<file path="src/rtl/punc_debug_pkg.sv">
// Shared definitions for the PUnC debug scanner: record kinds, FSM states
// and default sizing for the debug read interface.
package punc_debug_pkg;

  localparam int DEF_DATA_W  = 16;
  localparam int DEF_RF_REGS = 8;

  localparam logic [1:0] KIND_PC  = 2'd0;
  localparam logic [1:0] KIND_RF  = 2'd1;
  localparam logic [1:0] KIND_MEM = 2'd2;

  typedef enum logic [2:0] {
    ST_IDLE,
    ST_PC,
    ST_RF,
    ST_MEM,
    ST_FLUSH
  } scan_state_t;

endpackage

</file>
<file path="src/rtl/punc_debug_outreg.sv">
// Single-entry valid/ready output register. A load overwrites the entry
// (only requested when the entry is empty or being accepted); otherwise an
// accept empties it. While stalled the entry holds every field.
module punc_debug_outreg
  import punc_debug_pkg::*;
#(
  parameter int DATA_W = DEF_DATA_W
) (
  input  logic              clk,
  input  logic              rst,
  input  logic              load,
  input  logic [1:0]        ld_kind,
  input  logic [DATA_W-1:0] ld_index,
  input  logic [DATA_W-1:0] ld_data,
  input  logic              out_ready,
  output logic              can_load,
  output logic              out_valid,
  output logic [1:0]        out_kind,
  output logic [DATA_W-1:0] out_index,
  output logic [DATA_W-1:0] out_data
);

  logic              valid_reg;
  logic [1:0]        kind_reg;
  logic [DATA_W-1:0] index_reg;
  logic [DATA_W-1:0] data_reg;

  // A new record may enter when the slot is empty or drains this cycle.
  assign can_load = !valid_reg || out_ready;

  // Capture on load, clear valid on accept without a replacing load.
  always_ff @(posedge clk) begin
    if (rst) begin
      valid_reg <= 1'b0;
      kind_reg  <= '0;
      index_reg <= '0;
      data_reg  <= '0;
    end else if (load) begin
      valid_reg <= 1'b1;
      kind_reg  <= ld_kind;
      index_reg <= ld_index;
      data_reg  <= ld_data;
    end else if (out_ready) begin
      valid_reg <= 1'b0;
    end
  end

  assign out_valid = valid_reg;
  assign out_kind  = kind_reg;
  assign out_index = index_reg;
  assign out_data  = data_reg;

endmodule

</file>
<file path="src/rtl/punc_debug_scanner.sv">
// Host-side PUnC debug scanner: sweeps PC, R0..R(RF_REGS-1) and a memory
// window through the processor debug ports and emits one record per load
// on a valid/ready stream. Debug addresses come straight from the index
// registers so the combinational debug data is settled for the load cycle.
module punc_debug_scanner
  import punc_debug_pkg::*;
#(
  parameter int DATA_W  = DEF_DATA_W,
  parameter int RF_REGS = DEF_RF_REGS,
  localparam int RF_AW  = $clog2(RF_REGS)
) (
  input  logic              clk,
  input  logic              rst,
  input  logic              start,
  input  logic [DATA_W-1:0] base_addr,
  input  logic [DATA_W-1:0] word_count,
  output logic [DATA_W-1:0] mem_debug_addr,
  output logic [RF_AW-1:0]  rf_debug_addr,
  input  logic [DATA_W-1:0] mem_debug_data,
  input  logic [DATA_W-1:0] rf_debug_data,
  input  logic [DATA_W-1:0] pc_debug_data,
  output logic              out_valid,
  input  logic              out_ready,
  output logic [1:0]        out_kind,
  output logic [DATA_W-1:0] out_index,
  output logic [DATA_W-1:0] out_data,
  output logic              busy,
  output logic              done
);

  scan_state_t       state_reg, state_next;
  logic [DATA_W-1:0] count_reg, count_next;
  logic [DATA_W-1:0] mem_addr_reg, mem_addr_next;
  logic [DATA_W-1:0] off_reg, off_next;
  logic [RF_AW-1:0]  rf_idx_reg, rf_idx_next;
  logic              done_reg, done_next;

  logic              can_load;
  logic              load;
  logic [1:0]        ld_kind;
  logic [DATA_W-1:0] ld_index;
  logic [DATA_W-1:0] ld_data;

  // State, latched window and index registers.
  always_ff @(posedge clk) begin
    if (rst) begin
      state_reg    <= ST_IDLE;
      count_reg    <= '0;
      mem_addr_reg <= '0;
      off_reg      <= '0;
      rf_idx_reg   <= '0;
      done_reg     <= 1'b0;
    end else begin
      state_reg    <= state_next;
      count_reg    <= count_next;
      mem_addr_reg <= mem_addr_next;
      off_reg      <= off_next;
      rf_idx_reg   <= rf_idx_next;
      done_reg     <= done_next;
    end
  end

  // Sequencer: pick the record source, decide loads and advance indices.
  // The MEM exit compares the offset against count-1 so a full 0xFFFF
  // window terminates without relying on counter wrap.
  always_comb begin
    state_next    = state_reg;
    count_next    = count_reg;
    mem_addr_next = mem_addr_reg;
    off_next      = off_reg;
    rf_idx_next   = rf_idx_reg;
    done_next     = 1'b0;
    load          = 1'b0;
    ld_kind       = KIND_PC;
    ld_index      = '0;
    ld_data       = '0;
    case (state_reg)
      ST_IDLE: begin
        if (start && !done_reg) begin
          state_next    = ST_PC;
          count_next    = word_count;
          mem_addr_next = base_addr;
          off_next      = '0;
          rf_idx_next   = '0;
        end
      end
      ST_PC: begin
        ld_kind = KIND_PC;
        ld_data = pc_debug_data;
        if (can_load) begin
          load        = 1'b1;
          rf_idx_next = '0;
          state_next  = ST_RF;
        end
      end
      ST_RF: begin
        ld_kind  = KIND_RF;
        ld_index = DATA_W'(rf_idx_reg);
        ld_data  = rf_debug_data;
        if (can_load) begin
          load        = 1'b1;
          rf_idx_next = rf_idx_reg + 1'b1;
          if (rf_idx_reg == RF_AW'(RF_REGS - 1)) begin
            state_next = (count_reg != '0) ? ST_MEM : ST_FLUSH;
          end
        end
      end
      ST_MEM: begin
        ld_kind  = KIND_MEM;
        ld_index = mem_addr_reg;
        ld_data  = mem_debug_data;
        if (can_load) begin
          load          = 1'b1;
          mem_addr_next = mem_addr_reg + 1'b1;
          off_next      = off_reg + 1'b1;
          if (off_reg == count_reg - 1'b1) begin
            state_next = ST_FLUSH;
          end
        end
      end
      ST_FLUSH: begin
        if (can_load) begin
          done_next  = 1'b1;
          state_next = ST_IDLE;
        end
      end
      default: state_next = ST_IDLE;
    endcase
  end

  punc_debug_outreg #(
    .DATA_W (DATA_W)
  ) u_outreg (
    .clk       (clk),
    .rst       (rst),
    .load      (load),
    .ld_kind   (ld_kind),
    .ld_index  (ld_index),
    .ld_data   (ld_data),
    .out_ready (out_ready),
    .can_load  (can_load),
    .out_valid (out_valid),
    .out_kind  (out_kind),
    .out_index (out_index),
    .out_data  (out_data)
  );

  assign mem_debug_addr = mem_addr_reg;
  assign rf_debug_addr  = rf_idx_reg;
  assign busy           = (state_reg != ST_IDLE);
  assign done           = done_reg;

endmodule

</file>
<file path="config.mk">
export PLATFORM = sky130hd
export DESIGN_NAME = punc_debug_scanner
export DESIGN_NICKNAME = d
export VERILOG_FILES = /design/src/rtl/punc_debug_pkg.sv /design/src/rtl/punc_debug_outreg.sv /design/src/rtl/punc_debug_scanner.sv
export SDC_FILE = /design/constraint.sdc
export NUM_CORES = 1
export LEC_CHECK = 0
export ABC_CLOCK_PERIOD_IN_PS = 2400
export BUFFER_PORTS_ARGS = -buffer_cell sky130_fd_sc_hd__buf_2
export CAP_MARGIN = 20
export CORE_AREA = 4 4 78 134
export CTS_BUF_LIST = sky130_fd_sc_hd__clkbuf_4
export DETAILED_ROUTE_END_ITERATION = 8
export DIE_AREA = 0 0 82 138
export PLACE_DENSITY_LB_ADDON = 0.25
export SLEW_MARGIN = 5
export SYNTH_ARGS = -nofsm -noshare
export SYNTH_HDL_FRONTEND = slang
export SYNTH_SLANG_ARGS = --single-unit
</file>
<file path="constraint.sdc">
create_clock -name clk -period 2.4 [get_ports clk]
set_input_delay 0.36 -clock clk [delete_from_list [all_inputs] [get_ports clk]]
set_output_delay 0.36 -clock clk [all_outputs]
set_load 0.02 [all_outputs]
</file>
==> flow_summary.yaml <==
setup_path:
  critPathKind: "flop to flop"
  path_cells: "inv_1, ha_1, xor2_1, o2111ai_1, nor4b_2, nand4_1, a2111oi_2, and3_4, o221a_1"
  critPathArrivalTime_ns: 2.68
  required_ns: 2.81
  worst-r2r-setup-slack_ns: 0.13
  critPathBufInv: 1
  end_kind: "flop"
  critPathSlowestCell: "dfxtp_2"
  cpPeakStageDelay_ns: 0.38
  crit_path_max_fanout: 5
  critPathTopFamily: "compound AO/OA/AOI/OAI gates"
  start_kind: "flop"
  regToRegEndpoint: "state_reg[2]"
  rr_startpoint: "count_reg[1]"
  worst_r2r_path_depth: 9
sta:
  fin_crit_sh: 0.945
  hold_viol: 0
  finalMaxSlewViolations: 0
  fmax_mhz: 441
  worst_slew_pin_slew_ns: 0.803
  hold_ws_ns: 0.133
  skew_ns: 0.0191
  setup-tns-final_ns: 0
  report.final.setup_viol: 0
  fin_crit_ns: 2.27
  rsz0062_at_grt: "no"
  slew_headroom: 0.461
floorplan:
  core_region_area_mm2: 0.00941
  rows: 47
  fp.dieArea_mm2: 0.0113
  start_util: 0.508
  die_x_um: 82
  die_h_um: 138
  io_pins: 140
routing:
  wl_per_cell_um: 16.1
  drc: 0
  routed_wirelength_um: 13700
  vias: 4920
  vias_per_cell: 5.75
  ant_nets: 0
  dr.pass1.iters: 5
  drt-initial-drc-count: 274
clocking:
  hold_buffers: 0
  cts_buffer_depth: 2
  clock_sinks: 90
  path_clk_slew_ns: 0.14
  cts_tree: "built"
  clock_tree.htree_level_count: 3
  cts_made_buffers: 9
  cts_root_buf: "clkbuf_4"
  clkLatencyLatePin_ns: 0.45
yosys:
  yosysTopAreaCell: "dfxtp_1"
  yosysWarnings: 0
  async_flop_share: 0
  avgSynthCellArea_um2: 8.02
  ys.flop_type: "dfxtp_1"
  syn-instance-count: 596
  synth.net_count: 686
  netlist_area_mm2: 0.00478
  netlist-cell-type-count: 68
  synth_edf_count: 0
  yosys_register_bits: 90
  yosysTopAreaCellShare: 0.377
  seq_area_frac_synth: 0.377
  yosys-top-cells-area: "dfxtp_1, nor2_1, a21oi_1"
min_path:
  hold_path.startpoint: "word_count[15]"
  holdCritPathClass: "input port to flop"
  holdPathEnd: "count_reg[15]"
  holdPathStages: 3
placement:
  place.gp.congestion: 0.971
  portBuffers: 139
  hpwl_um: 10400
  placed_cell_area_mm2: 0.00560
  place_inst: 837
global_route:
  grt_usage: 0.246
  grt_pass1_vias: 4723
  grt_max_degree: 44
  grt-ovfl-total: 0
  grt_pass1_wl_um: 22300
  grt_antenna_before_repair: 1
final_layout:
  layout-drive-gt1-share: 0.294
  finalNonFillerCells: 855
  layout_common_cells: "buf_2, nor2_1, dfxtp_1"
  area_delta_synth_final_pct: 20.7
  fin_area_mm2: 0.00577
  layout_commonest_cell: "buf_2"
  nNetsFinal: 817
power:
  vdd_drop_max_mv: 0.666
  leakage_nw: 2.44
  power.density_mw_per_mm2: 1000
job:
  maxCapViolations: 0
outcome:
  run_status: "complete, no violations"
## power breakdown
group | switching [mW] | internal (mW) | leakage (nW) | total (mW)
sequential | 0.310 | 1.77 | 0.733 | 2.08
clock | 0.533 | 0.316 | 0.0757 | 0.848
combinational | 1.72 | 1.14 | 1.63 | 2.86
## metrics by stage
stage / setup slack (ns) / total power [mW] / util
after global routing: 0.0202 / 6.23 / 0.613
after CTS: 0.0334 / 5.78 / 0.610
final: 0.132 / 5.79 / 0.613
after detailed placement: 0.0642 / 4.93 / 0.596
after floorplan: 0.259 / 4.14 / -
after global placement: 0.155 / 4.88 / 0.596
## tightest hold or removal path: stages
cell and delay (ns):
buf_2 0.10, nand2_1 0.05, a21oi_1 0.05
## area by class of cell
class	instances	area [um2]
inverters	11	41.3
well taps	122	153
multi-input cells	454	2770
repair buffers	161	861
flip-flops and latches	90	1800
clock buffers	9	67.6
diodes	1	2.50
clock inverters	7	70.1
fillers	872	3640
## cells in the mapped netlist (all sizes together) (3+ instances only)
cell type,count
a211oi,6
a21o,4
a21oi,48
a222oi,10
a22oi,28
and3,5
buf,10
clkbuf,31
dfxtp,90
ha,6
inv,11
mux2,17
nand2,63
nand2b,3
nand3,17
nand3b,3
nand4,10
nor2,96
nor2b,6
nor3,18
nor4,6
o21ai,28
o22ai,5
or3,7
or4,3
xnor2,15
xor2,13
## cell families after synthesis
kind of cell             after synthesis  synth area share
adder cells (fa/ha/maj)                6            0.0157
XOR/XNOR                              28            0.0513
buffers and inverters                 52            0.0461
flip-flops                            90             0.377
AO/OA/AOI/OAI                        150             0.209
AND/OR/NAND/NOR                      251             0.257
multiplexers                          19            0.0443
## worst max path at each step
stage / startpoint / end / slack [ns] / cells past startpoint
2_1_floorplan: count_reg[0] / state_reg[2] / 0.26 / 9
3_3_place_gp: count_reg[1] / state_reg[2] / 0.16 / 9
3_5_place_dp: count_reg[1] / state_reg[2] / 0.06 / 9
4_1_cts: count_reg[1] / state_reg[2] / 0.03 / 9
5_1_grt: count_reg[1] / state_reg[0] / 0.02 / 9
6_report: count_reg[1] / state_reg[2] / 0.13 / 9
## metal layers
metal / GRT usage / vias to the layer above / share of wire
met5: 0 / - / 0
li1: - / 2401 / -
met3: 0.0514 / 37 / 0.049
met1: 0.275 / 2328 / 0.37
met4: 0.116 / 0 / 0.037
met2: 0.429 / 154 / 0.54
## repair_timing
action,4_1_cts,5_1_grt
endpoints found under the setup margin,0,3
setup buffers,0,1
gates resized for setup,0,6
Note: power is estimated with default switching activity, not from simulation.
